`config.mk`:
```
export PLATFORM = sky130hd
export DESIGN_NAME = servo_pwm_bank
export DESIGN_NICKNAME = d
export VERILOG_FILES = /design/src/rtl/servo_pwm_bank.sv
export SDC_FILE = /design/constraint.sdc
export NUM_CORES = 1
export LEC_CHECK = 0
export BUFFER_PORTS_ARGS = -buffer_cell sky130_fd_sc_hd__buf_4
export CAP_MARGIN = 20
export CORE_UTILIZATION = 45
export DETAILED_ROUTE_END_ITERATION = 16
export MAX_ROUTING_LAYER = met4
export PLACE_DENSITY = 0.63
export SYNTH_ARGS = -nofsm -noshare
export SYNTH_HDL_FRONTEND = slang
export SYNTH_SLANG_ARGS = --single-unit
```
`constraint.sdc`:
```
create_clock -name clk -period 5.4 [get_ports clk]
set_clock_uncertainty 0.15 [all_clocks]
set_input_delay 1.08 -clock clk [delete_from_list [all_inputs] [get_ports clk]]
set_output_delay 1.08 -clock clk [all_outputs]
set_load 0.02 [all_outputs]
```
`src/rtl/servo_pwm_bank.sv`:
```
// Multi-channel servo PWM bank sharing one period counter.
// Angle settings load at period boundaries, with optional slew limiting.
module servo_pwm_bank #(
    parameter int CLK_FREQ  = 50_000_000,
    parameter int N_CH      = 4,
    parameter int ANGLE_W   = 8,
    parameter int PERIOD_US = 20000,
    parameter int MIN_US    = 1000,
    parameter int MAX_US    = 2000,
    parameter int SLEW_STEP = 0,
    localparam int CHW      = (N_CH > 1) ? $clog2(N_CH) : 1
) (
    input  logic               clk,
    input  logic               rst_n,
    input  logic               wr_valid,
    output logic               wr_ready,
    input  logic [CHW-1:0]     wr_ch,
    input  logic [ANGLE_W-1:0] wr_angle,
    output logic               wr_err,
    input  logic [N_CH-1:0]    ch_en,
    output logic [N_CH-1:0]    servo_pwm,
    output logic               cycle_done
);

    localparam int CYC_US   = CLK_FREQ / 1_000_000;
    localparam int P        = PERIOD_US * CYC_US;
    localparam int MIN_CYC  = MIN_US * CYC_US;
    localparam int STEP_CYC = ((MAX_US - MIN_US) * CYC_US) / ((1 << ANGLE_W) - 1);
    localparam int CW       = $clog2(P);

    if (MAX_US >= PERIOD_US || (CLK_FREQ % 1_000_000) != 0) begin : g_cfg_check
        $error("servo_pwm_bank: invalid MAX_US/PERIOD_US/CLK_FREQ");
    end

    logic [CW-1:0]                    cnt_q, cnt_d;
    logic [N_CH-1:0][ANGLE_W-1:0]     shadow_q, shadow_d;
    logic [N_CH-1:0][ANGLE_W-1:0]     act_q, act_d;
    logic [N_CH-1:0][CW-1:0]          width_q, width_d;
    logic [N_CH-1:0]                  en_q, en_d;
    logic [N_CH-1:0]                  pwm_q, pwm_d;
    logic                             rdy_q, rdy_d;
    logic                             err_q, err_d;
    logic                             done_q, done_d;
    logic                             accept;
    logic                             boundary;

    // Moves cur toward tgt by at most SLEW_STEP, never overshooting.
    function automatic logic [ANGLE_W-1:0] slew(
        input logic [ANGLE_W-1:0] tgt,
        input logic [ANGLE_W-1:0] cur
    );
        logic [ANGLE_W-1:0] diff;
        diff = (tgt > cur) ? tgt - cur : cur - tgt;
        if (SLEW_STEP == 0 || int'(diff) <= SLEW_STEP) begin
            return tgt;
        end else if (tgt > cur) begin
            return cur + ANGLE_W'(SLEW_STEP);
        end else begin
            return cur - ANGLE_W'(SLEW_STEP);
        end
    endfunction

    always_comb begin
        cnt_d    = cnt_q;
        shadow_d = shadow_q;
        act_d    = act_q;
        width_d  = width_q;
        en_d     = en_q;
        rdy_d    = 1'b1;
        accept   = wr_valid & rdy_q;
        boundary = rdy_q && (cnt_q == CW'(P - 1));
        err_d    = accept && (int'(wr_ch) >= N_CH);

        // The first edge after reset only starts the period at cnt 0.
        if (!rdy_q || boundary) begin
            cnt_d = '0;
        end else begin
            cnt_d = cnt_q + 1'b1;
        end

        if (boundary) begin
            en_d = ch_en;
            for (int i = 0; i < N_CH; i++) begin
                act_d[i]   = slew(shadow_q[i], act_q[i]);
                width_d[i] = CW'(MIN_CYC + int'(act_d[i]) * STEP_CYC);
            end
        end

        for (int i = 0; i < N_CH; i++) begin
            if (accept && wr_ch == CHW'(i)) begin
                shadow_d[i] = wr_angle;
            end
        end

        for (int i = 0; i < N_CH; i++) begin
            pwm_d[i] = en_d[i] && (cnt_d < width_d[i]);
        end
        done_d = (cnt_d == '0);
    end

    always_ff @(posedge clk or negedge rst_n) begin
        if (!rst_n) begin
            cnt_q    <= '0;
            shadow_q <= '0;
            act_q    <= '0;
            width_q  <= {N_CH{CW'(MIN_CYC)}};
            en_q     <= '0;
            pwm_q    <= '0;
            rdy_q    <= 1'b0;
            err_q    <= 1'b0;
            done_q   <= 1'b0;
        end else begin
            cnt_q    <= cnt_d;
            shadow_q <= shadow_d;
            act_q    <= act_d;
            width_q  <= width_d;
            en_q     <= en_d;
            pwm_q    <= pwm_d;
            rdy_q    <= rdy_d;
            err_q    <= err_d;
            done_q   <= done_d;
        end
    end

    assign wr_ready   = rdy_q;
    assign wr_err     = err_q;
    assign servo_pwm  = pwm_q;
    assign cycle_done = done_q;

endmodule
```
# Yosys cells after proc, flatten, opt, wreduce, memory -nomap -nowiden
# Cells that the tools add are included.
# op_classes
add_sub_neg	5
multipliers	4
magnitude_cmp	4
eq_ne	4
mux	7
bitwise_logic	1
n_reduce_logical	13
# ops
op	n
$lt 20x20->1	4
$mux 80	1
$add 16x16->17 const A	4
$mul 8x6->14 const B	4
$mux 8	4
$add 20x1->20 const B	1
$eq 20x20->1 const B	1
$logic_not 20->1	1
$mux 20	1
$logic_and 1x1->1	9
$eq 2x2->1 const B	2
$mux 4	1
$eq 2x1->1 const B	1
$logic_not 2->1	1
$and 1x1->1	1
$logic_not 1->1	1
$logic_or 1x1->1	1
# word_totals
register_bits	142
inputBits	17
out_inout_bits	7
word_cells	51

# Logic depth before layout (Yosys ltp)
# Gate-level depths: netlist of the first run.
# logic_depth
depth_word	8
depth_mapped	20

# Worst setup path before layout of the first run
# OpenSTA, ideal clock, no wires.
# synth_timing
kind	reg2reg
from	register shadow_q[18] (netlist bit)
to	register pwm_q[2], in the netlist servo_pwm[2]
setup_time_ns	0.126
t_arrival_ns	4.438
required_time_ns	5.124
path_slack_ns	0.687
stages_incl_launch_ff	20
path_cell_list	dfrtp_1 -> ha_1 -> inv_1 -> fa_1 -> inv_1 -> ha_1 -> ha_1 -> fa_1 -> a211oi_1 -> o22ai_1 -> nor4bb_1 -> a21oi_1 -> xnor2_1 -> mux2i_1 -> ha_1 -> nand4_1 -> nor3_1 -> o211ai_1 -> a311oi_1 -> nor2_1
# synth_via
elab_chain_len	6
# synth_lines
element	line_no	text
start, declared	36	logic [N_CH-1:0][ANGLE_W-1:0] shadow_q, shadow_d;
start signal, assigned	114	shadow_q <= shadow_d;
$mux 8	81	if (boundary) begin
$mul 8x6->14	85	width_d[i] = CW'(MIN_CYC + int'(act_d[i]) * STEP_CYC);
$add 16x16->17	85	
$mux 80	81	
$lt 20x20->1	96	pwm_d[i] = en_d[i] && (cnt_d < width_d[i]);
$logic_and 1x1->1	96	
net pwm_d[2]	40	logic [N_CH-1:0] pwm_q, pwm_d;
end signal, assigned	118	pwm_q <= pwm_d;
end, declared	40	
# The timed path passes the listed nets, and every way through them passes these cells. The select of a mux whose other input is x is not followed.
# A chain may end at the register's enable or synchronous reset.

# Worst setup path after layout of the first run
# Same ends and word-level chain as after synthesis.

==> metrics.yaml, run 1 <==
fin_total_pwr_mw: 5.67
start_util: 0.462
clock-sinks: 142
ys_ff_latch: 142
chipHeight_um: 158
clk_path_buf_depth: 2
die_w_um: 158
firstDrtPassIters: 5
crit-reg2reg-capture: "servo_pwm[2]"
pre_cts_ws_ns: 0.400
hold_viol: 0
antennaDiodeCount: 0
grt_use_total: 0.225
synth_top_family_by_area: "adder cells"
crit_type: "reg -> reg"
endpoint_kind: "register"
outcome: "finished, final reports clean"
yosysWarnings: 0
avgSynthCellArea_um2: 9.68
hp-class: "reg -> reg"
coreArea_um2: 23600
globalRouteOverflowTotal: 0
io_buffer_count: 22
clk_pin_slew_worst_paths_ns: 0.07
netlist_instances: 1127
synth-compound-area-share: 0.129
tightest_slew_ns: 0.986
cts-htree-levels: 4
drc_errors: 0
maxCapViolations: 0
whs_endpoint: "width_q[38]"
grt_pass1_vias: 7888
yosysSeqAreaShare: 0.329
seq_area_um2: 3580
layout_commonest_cell: "ha_1"
whs_ns: 0.313
fin_crit_sh: 0.926
min_from: "width_q[38]"
setup_viol: 0
place.gp.congestion: 0.883
fmax_mhz: 200
nFillCells: 2196
slew_headroom: 0.340
setup_ws_ns: 0.399
syn-num-nets: 1347
worstPathMaxFanout: 6
placementRows: 56
finalSetupTns_ns: 0
syn_to_final_growth_pct: 10.6
leakagePower_nw: 6.02
multi_input_area_um2: 6840
synth_xor_area_frac: 0.0610
dr_total_vias: 8091
grt_antenna_before_repair: 0
ios: 24
drt_iter0_drc: 512
clock_latency_ns: 0.44
grt_max_degree: 64
slew_viol_final: 0
wirelength_um: 25200
r2r_setup_slack_ns: 0.40
synth_mux_area_frac: 0.0578
synthAdderAreaFrac: 0.241
synth_edf_count: 0
vias_per_cell: 5.46
cts_tree: "done"
ys.flop_type: "dfrtp_1"
final_cell_mix: "191 x ha_1, 118 x dfrtp_1, 107 x inv_1"
hold_depth: 2
synthSimpleGateAreaFrac: 0.133
final_util: 0.511
hpwl_um: 19100
cts_buffers: 17
grt_pass1_wl_um: 41000
period_minus_slack_ns: 5.00
synth_area_um2: 10900
arrival_ns: 5.17
fin_nets: 1369
dieArea_um2: 24900
drive_above_1_share: 0.127
antenna_left: 0
async_flop_share: 1.00
synth_cell_type_count: 60
cts_root_buf: "clkbuf_16"
wl_per_cell_um: 17.0
cts_setup_buffers: 0
start_kind: "register"
r2r-start: "shadow_q[18]"
required_ns: 5.57
r2r_cells: 19
ir_worst_vdd_mv: 0.293
p_per_area_nw_per_um2: 470
-- cell usage after synthesis (15+ instances only) --
cell type	instances	share of area
mux2i_1	18	0.017
nand4_1	20	0.011
a21o_1	20	0.014
nor3_1	15	0.0069
xnor2_1	48	0.039
nor2_1	71	0.024
dfrtp_1	118	0.27
nand2_1	96	0.033
dfstp_2	24	0.058
inv_1	107	0.037
a21oi_1	42	0.019
clkbuf_1	17	0.0059
mux2_2	40	0.041
ha_1	191	0.22
o21a_1	22	0.015
o21ai_0	43	0.020
xor2_1	28	0.022
nand3_1	26	0.012
-- registers in the layout, summed over array words and instances, names as in the netlist --
| name | count |
|---|---|
| width_q | 80 |
| shadow_q | 32 |
| cycle_done | 1 |
| servo_pwm | 4 |
| en_q | 4 |
| cnt_q | 20 |
| wr_ready | 1 |
-- where the power goes --
part | internal (mW) | switching (mW)
clock network | 0.694 | 0.508
registers | 1.12 | 0.0798
logic | 1.48 | 1.79
-- stage by stage --
| stage | cell area, um^2 | instances |
|---|---|---|
| finish | 12100 | 1481 |
| global route | 12100 | 1481 |
| CTS | 12000 | 1481 |
| detailed placement | 11400 | 1449 |
| global placement | 11400 | 1449 |
| floorplan | 10900 | 1127 |
-- repair_timing --
item / 4_1_cts / 5_1_grt
hold endpoints to repair: 0 / 0
setup endpoints to repair: 0 / 2
gates resized for setup: 0 / 4
hold buffers: 0 / 0
-- cell type report --
cell class,count,area share
multi-input cells,850,0.567
flip-flops and latches,142,0.297
clock buffers,17,0.0353
inverters,107,0.0333
well taps,319,0.0331
repair buffers,31,0.0196
clock inverters,15,0.0143
-- cells by family (layout without fill, tap and decap cells) --
logic type	after synthesis	count (layout)
other	2	2
adders and majority gates	203	203
muxes	58	58
xor gates and xnor gates	76	76
and+or+nand+nor	297	297
DFF	142	142
buffers and inverters	135	170
AOI/OAI and AO/OA	214	214
-- routing by layer --
metal / wire [um] / track usage / vias to the layer above
met2: 11100 / 0.341 / 137
met3: 1150 / 0.0471 / 24
met5: 0 / - / -
met4: 313 / 0.0615 / 0
li1: - / - / 4044
met1: 12700 / 0.304 / 3886
-- worst max-delay path, stage by stage (launching register included) --
cell	delay [ns]
dfrtp_1	0.44
ha_1	0.31
inv_1	0.05
fa_1	0.50
inv_1	0.04
ha_1	0.29
ha_1	0.24
fa_1	0.41
xor2_1	0.25
a21boi_0	0.39
nor4bb_4	0.32
a21oi_1	0.13
xnor2_1	0.19
mux2i_1	0.10
ha_1	0.32
nand4_1	0.10
nor3_1	0.23
o211ai_1	0.13
a311oi_1	0.23
nor2_1	0.08
-- worst max path at each step --
stage                     depth (start not counted)  slack (ns)          from      endpoint
final                                            19        0.40  shadow_q[18]  servo_pwm[2]
after global routing                             19       -0.07  shadow_q[18]  servo_pwm[2]
after CTS                                        20        0.36  shadow_q[10]  servo_pwm[1]
after detailed placement                         19        0.40  shadow_q[18]  servo_pwm[2]
after global placement                           19        0.55  shadow_q[18]  servo_pwm[2]
after floorplan                                  19        0.69  shadow_q[18]  servo_pwm[2]
No activity file was read; power rests on OpenSTA's default activity.
==> run 2, diff against run 1 <==
--- a/config.mk
+++ b/config.mk
@@ -9,2 +9,4 @@
 export CAP_MARGIN = 20
+export CELL_PAD_IN_SITES_DETAIL_PLACEMENT = 0
+export CELL_PAD_IN_SITES_GLOBAL_PLACEMENT = 1
 export CORE_UTILIZATION = 45
@@ -12,3 +14,3 @@
 export MAX_ROUTING_LAYER = met4
-export PLACE_DENSITY = 0.63
+export PLACE_DENSITY = 0.76
 export SYNTH_ARGS = -nofsm -noshare
--- a/constraint.sdc
+++ b/constraint.sdc
@@ -4,2 +4,2 @@
 set_output_delay 1.08 -clock clk [all_outputs]
-set_load 0.02 [all_outputs]
+set_load 0.005 [all_outputs]
==> metrics.yaml, run 2 (synthesized netlist as in run 1, its figures left out) <==
grt_use_total: 0.229  # was 0.225
crit_type: "reg -> reg"  # unchanged
fin_nets: 1368  # was 1369
clk_pin_slew_worst_paths_ns: 0.06  # was 0.07 ns
clock_latency_ns: 0.43  # was 0.44 ns
maxCapViolations: 0  # unchanged
wl_per_cell_um: 17.2  # was 17.0 um
power_frac_seq: 0.214  # was 0.212
vias_per_cell: 5.42  # was 5.46
clkPwrFrac: 0.216  # was 0.212
r2r_cells: 20  # was 19
cts_hold_buf: 0  # unchanged
grt_max_degree: 66  # was 64
placementRows: 56  # unchanged
switching_share: 0.411  # was 0.419
worstPathMaxFanout: 5  # was 6
cp_common_cell: "ha_1"  # unchanged
dieArea_um2: 24900  # unchanged
tightest_slew_ns: 0.931  # was 0.986 ns
arrival_ns: 5.16  # was 5.17 ns
whs_endpoint: "width_q[59]"  # was width_q[38]
final_util: 0.510  # was 0.511
r2r-start: "shadow_q[10]"  # was shadow_q[18]
hold_viol: 0  # unchanged
slew_headroom: 0.376  # was 0.340
outcome: "finished, final reports clean"  # unchanged
setup_ws_ns: 0.392  # was 0.399 ns
antenna_left: 0  # unchanged
whs_ns: 0.313  # about the same
layout_commonest_cell: "ha_1"  # unchanged
endpoint_kind: "register"  # unchanged
finalSetupTns_ns: 0  # unchanged
post-route-cell-area_um2: 12000  # was 12100 um^2
drive_above_1_share: 0.124  # was 0.127
clock-sinks: 142  # unchanged
setup_viol: 0  # unchanged
regMostFlops: "width_q"  # unchanged
globalRouteOverflowTotal: 0  # unchanged
fin_total_pwr_mw: 5.64  # was 5.67 mW
cts_resized: 0  # unchanged
hold_depth: 2  # unchanged
wirelength_um: 25500  # was 25200 um
grt_antenna_before_repair: 0  # unchanged
crit_slowest_cell: "fa_1"  # unchanged
final_cell_mix: "191 x ha_1, 118 x dfrtp_1, 107 x inv_1"  # unchanged
cpPeakStageDelay_ns: 0.49  # was 0.50 ns
grt_pass1_vias: 7808  # was 7888
reg_top3: "width_q (80), shadow_q (32), cnt_q (20)"  # unchanged
crit_path_cell_trace: "ha_1, inv_1, fa_1, inv_1, ha_1, ha_1, inv_1, fa_1, nor2b_1, a21oi_1, nor3b_1, nand3_1, mux2i_1, a21oi_1, ha_1, nand4_1, nor4_2, o2111ai_1, a31oi_1, a211oi_1"  # was ha_1, inv_1, fa_1, inv_1, ha_1, ha_1, fa_1, xor2_1, a21boi_0, nor4bb_4, a21oi_1, xnor2_1, mux2i_1, ha_1, nand4_1, nor3_1, o211ai_1, a311oi_1, nor2_1
cts_tree: "done"  # unchanged
finalNonFillerCells: 1480  # was 1481
antennaDiodeCount: 0  # unchanged
grt_pass1_wl_um: 41700  # was 41000 um
chipHeight_um: 158  # unchanged
cts-htree-levels: 4  # unchanged
required_ns: 5.55  # was 5.57 ns
firstDrtPassIters: 5  # unchanged
leakagePower_nw: 6.01  # was 6.02 nW
die_w_um: 158  # unchanged
period_minus_slack_ns: 5.01  # was 5.00 ns
drt_iter0_drc: 416  # was 512
fin_crit_sh: 0.927  # was 0.926
hpwl_um: 19300  # was 19100 um
pre_cts_ws_ns: 0.399  # was 0.400 ns
r2r_setup_slack_ns: 0.39  # was 0.40 ns
p_comb_frac: 0.571  # was 0.576
cts_buffers: 17  # unchanged
p_per_area_nw_per_um2: 468  # was 470 nW/um^2
power.internal_mw: 3.32  # was 3.29 mW
drc_errors: 0  # unchanged
hp-class: "reg -> reg"  # unchanged
largest_register_ffs: 80  # unchanged
clk_path_buf_depth: 2  # unchanged
rsz0062_at_grt: "false"
fmax_mhz: 200  # about the same
power_switching_mw: 2.32  # was 2.38 mW
cts_setup_buffers: 0  # unchanged
dr_total_vias: 8019  # was 8091
place_area_um2: 11400  # about the same
ios: 24  # unchanged
place.gp.congestion: 0.873  # was 0.883
crit-reg2reg-capture: "servo_pwm[1]"  # was servo_pwm[2]
slew_viol_final: 0  # unchanged
placed_cells: 1448  # was 1449
start_util: 0.462  # unchanged
io_buffer_count: 22  # unchanged
start_kind: "register"  # unchanged
ir_worst_vdd_mv: 0.290  # was 0.293 mV
syn_to_final_growth_pct: 10.5  # was 10.6%
cts_root_buf: "clkbuf_16"  # unchanged
min_from: "width_q[59]"  # was width_q[38]
coreArea_um2: 23600  # unchanged
## run 2: worst max-delay path: cells and delay by family (launching register included)
kind	cells	cell delay (ns)
mux	1	0.22
flops	1	0.43
buf+inv	3	0.17
fa+ha+maj	6	2.06
simple gates	5	1.19
compound gates	5	0.64
## run 2: layout make-up
type	count	area, um^2
multi-input combinational	850	6830
clock inverter	12	159
tap	319	399
timing repair buffer	30	229
sequential	142	3580
fill	2192	11600
inverter	107	402
clock buffer	20	447
## run 2: worst max path at each step
stage / startpoint / end / slack (ns) / depth (start not counted)
after floorplan: shadow_q[18] / servo_pwm[2] / 0.69 / 19
after global placement: shadow_q[10] / servo_pwm[1] / 0.49 / 20
after detailed placement: shadow_q[10] / servo_pwm[1] / 0.40 / 20
after CTS: shadow_q[10] / servo_pwm[1] / 0.35 / 20
after global routing: shadow_q[10] / servo_pwm[1] / 0.005 / 20
final: shadow_q[10] / servo_pwm[1] / 0.39 / 20
## run 2: power groups by stage
stage,clock [mW],combinational (mW),sequential (mW)
after floorplan,0,2.59,1.19
after global placement,0,3.18,1.22
after detailed placement,0,3.19,1.22
after CTS,1.24,3.23,1.21
after global routing,1.28,3.67,1.22
final,1.22,3.22,1.21
## run 2: per-layer routing
| layer | GRT usage | vias to the layer above | part of all wire |
|---|---|---|---|
| met3 | 0.0359 | 21 | 0.046 |
| met5 | - | - | 0 |
| met2 | 0.356 | 135 | 0.45 |
| met4 | 0.0596 | 0 | 0.013 |
| met1 | 0.310 | 3818 | 0.49 |
| li1 | - | 4045 | - |
==> run 3, diff against run 2 <==
Settings changed: GPL_TIMING_DRIVEN set to 0.
==> metrics.yaml, run 3 (synthesized netlist as in run 1, its figures left out) <==
tightest_slew_ns: 0.912  # was 0.931 ns
hold_depth: 2  # unchanged
grt_pass1_vias: 7937  # was 7808
cts_root_buf: "clkbuf_16"  # unchanged
setup_viol: 0  # unchanged
fmax_mhz: 194  # was 200 MHz
cts_tree: "done"  # unchanged
endpoint_kind: "register"  # unchanged
grt_use_total: 0.234  # was 0.229
crit_type: "reg -> reg"  # unchanged
switching_share: 0.428  # was 0.411
clk_path_buf_depth: 2  # unchanged
dr_total_vias: 8121  # was 8019
cts-htree-levels: 4  # unchanged
syn_to_final_growth_pct: 11.9  # was 10.5%
finalNonFillerCells: 1501  # was 1480
cts_buffers: 17  # unchanged
antenna_left: 0  # unchanged
r2r_cells: 19  # was 20
pre_cts_ws_ns: -0.265  # was 0.399 ns
dieArea_um2: 24900  # unchanged
outcome: "finished, final reports clean"  # unchanged
coreArea_um2: 23600  # unchanged
globalRouteOverflowTotal: 0  # unchanged
clkPwrFrac: 0.215  # was 0.216
final_util: 0.517  # was 0.510
die_w_um: 158  # unchanged
grt_pass1_wl_um: 42800  # was 41700 um
vias_per_cell: 5.41  # was 5.42
cts_hold_buf: 0  # unchanged
fin_nets: 1389  # was 1368
hpwl_um: 20800  # was 19300 um
wirelength_um: 26500  # was 25500 um
ios: 24  # unchanged
clock-sinks: 142  # unchanged
firstDrtPassIters: 5  # unchanged
power_frac_seq: 0.202  # was 0.214
hold_viol: 0  # unchanged
power_switching_mw: 2.55  # was 2.32 mW
drive_above_1_share: 0.130  # was 0.124
drt_iter0_drc: 430  # was 416
start_util: 0.462  # unchanged
hp-class: "reg -> reg"  # unchanged
fin_total_pwr_mw: 5.96  # was 5.64 mW
io_buffer_count: 22  # unchanged
arrival_ns: 5.32  # was 5.16 ns
start_kind: "register"  # unchanged
leakagePower_nw: 6.08  # was 6.01 nW
reg_top3: "width_q (80), shadow_q (32), cnt_q (20)"  # unchanged
final_cell_mix: "191 x ha_1, 118 x dfrtp_1, 107 x inv_1"  # unchanged
maxCapViolations: 0  # unchanged
drc_errors: 0  # unchanged
period_minus_slack_ns: 5.17  # was 5.01 ns
grt_max_degree: 96  # was 66
power.internal_mw: 3.41  # was 3.32 mW
p_comb_frac: 0.583  # was 0.571
largest_register_ffs: 80  # unchanged
antennaDiodeCount: 0  # unchanged
grt_antenna_before_repair: 0  # unchanged
required_ns: 5.56  # was 5.55 ns
worstPathMaxFanout: 6  # was 5
placementRows: 56  # unchanged
slew_viol_final: 0  # unchanged
slew_headroom: 0.387  # was 0.376
p_per_area_nw_per_um2: 488  # was 468 nW/um^2
setup_ws_ns: 0.234  # was 0.392 ns
regMostFlops: "width_q"  # unchanged
fin_crit_sh: 0.957  # was 0.927
placed_cells: 1469  # was 1448
place.gp.congestion: 0.852  # was 0.873
ir_worst_vdd_mv: 0.353  # was 0.290 mV
clk_pin_slew_worst_paths_ns: 0.06  # about the same
clock_latency_ns: 0.43  # about the same
chipHeight_um: 158  # unchanged
wl_per_cell_um: 17.6  # was 17.2 um
layout_commonest_cell: "ha_1"  # unchanged
## run 3: changes by cell type in the layout (fill, tap and decap cells not counted), sizes merged
cell,previous run,this run
inv,110,112
clkbuf,20,35
bufinv,3,4
clkinvlp,2,4
clkinv,4,2
buf,30,33
## run 3: final cells by class
cell class / instances / area (um^2)
Tap cell: 319 / 399
Buffer: 28 / 121
Multi-Input combinational cell: 850 / 6870
Inverter: 107 / 402
Clock inverter: 15 / 204
Clock buffer: 17 / 425
Fill cell: 2185 / 11400
Sequential cell: 142 / 3580
Timing Repair Buffer: 23 / 196
## run 3: routing by layer
| metal | GRT usage | share of wire |
|---|---|---|
| met1 | 0.331 | 0.52 |
| met2 | 0.354 | 0.44 |
| met3 | 0.0293 | 0.034 |
| met4 | 0.0578 | 0.012 |
| met5 | - | 0 |
## run 3: metrics by stage
step | hold slack [ns] | area (um^2) | TNS, ns
floorplan | 0.282 | 10900 | 0
global placement | 0.297 | 11500 | -0.315
detailed placement | 0.303 | 11500 | -0.265
CTS | 0.318 | 12200 | 0
global route | 0.338 | 12200 | -0.0240
finish | 0.313 | 12200 | 0
## run 3: critical path, stage by stage, from the launching register on
cell	delay (ns)
dfrtp_1	0.47
ha_1	0.32
inv_1	0.05
fa_1	0.49
inv_1	0.04
ha_1	0.28
ha_1	0.24
fa_1	0.45
xor2_1	0.25
a21boi_1	0.32
nor4bb_4	0.30
a21oi_1	0.16
xnor2_2	0.26
mux2i_1	0.14
ha_1	0.31
nand4_1	0.11
nor3_2	0.25
o211ai_1	0.15
a311oi_2	0.23
nor2_1	0.08
## run 3: repair_timing
item,CTS,global route
setup endpoints to repair,1,3
pin swaps,0,1
buffers inserted,0,0
resized for setup,3,9
## run 3: worst paths after layout
check / startpoint / to / slack [ns]
max: shadow_q[18] / servo_pwm[2] / 0.23
min: width_q[78] / width_q[78] / 0.31
min reg2reg: width_q[78] / width_q[78] / 0.31
max in group asynchronous: rst_n / width_q[64] / 3.81
min in group asynchronous: rst_n / cnt_q[15] / 0.41
max reg2reg: shadow_q[18] / servo_pwm[2] / 0.23
## run 3: power groups by stage
| stage | Clock (mW) | Sequential (mW) | Combinational (mW) |
|---|---|---|---|
| final | 1.28 | 1.21 | 3.47 |
| after global routing | 1.34 | 1.22 | 3.89 |
| after CTS | 1.29 | 1.21 | 3.39 |
| after detailed placement | 0 | 1.22 | 3.32 |
| after global placement | 0 | 1.22 | 3.29 |
| after floorplan | 0 | 1.19 | 2.59 |
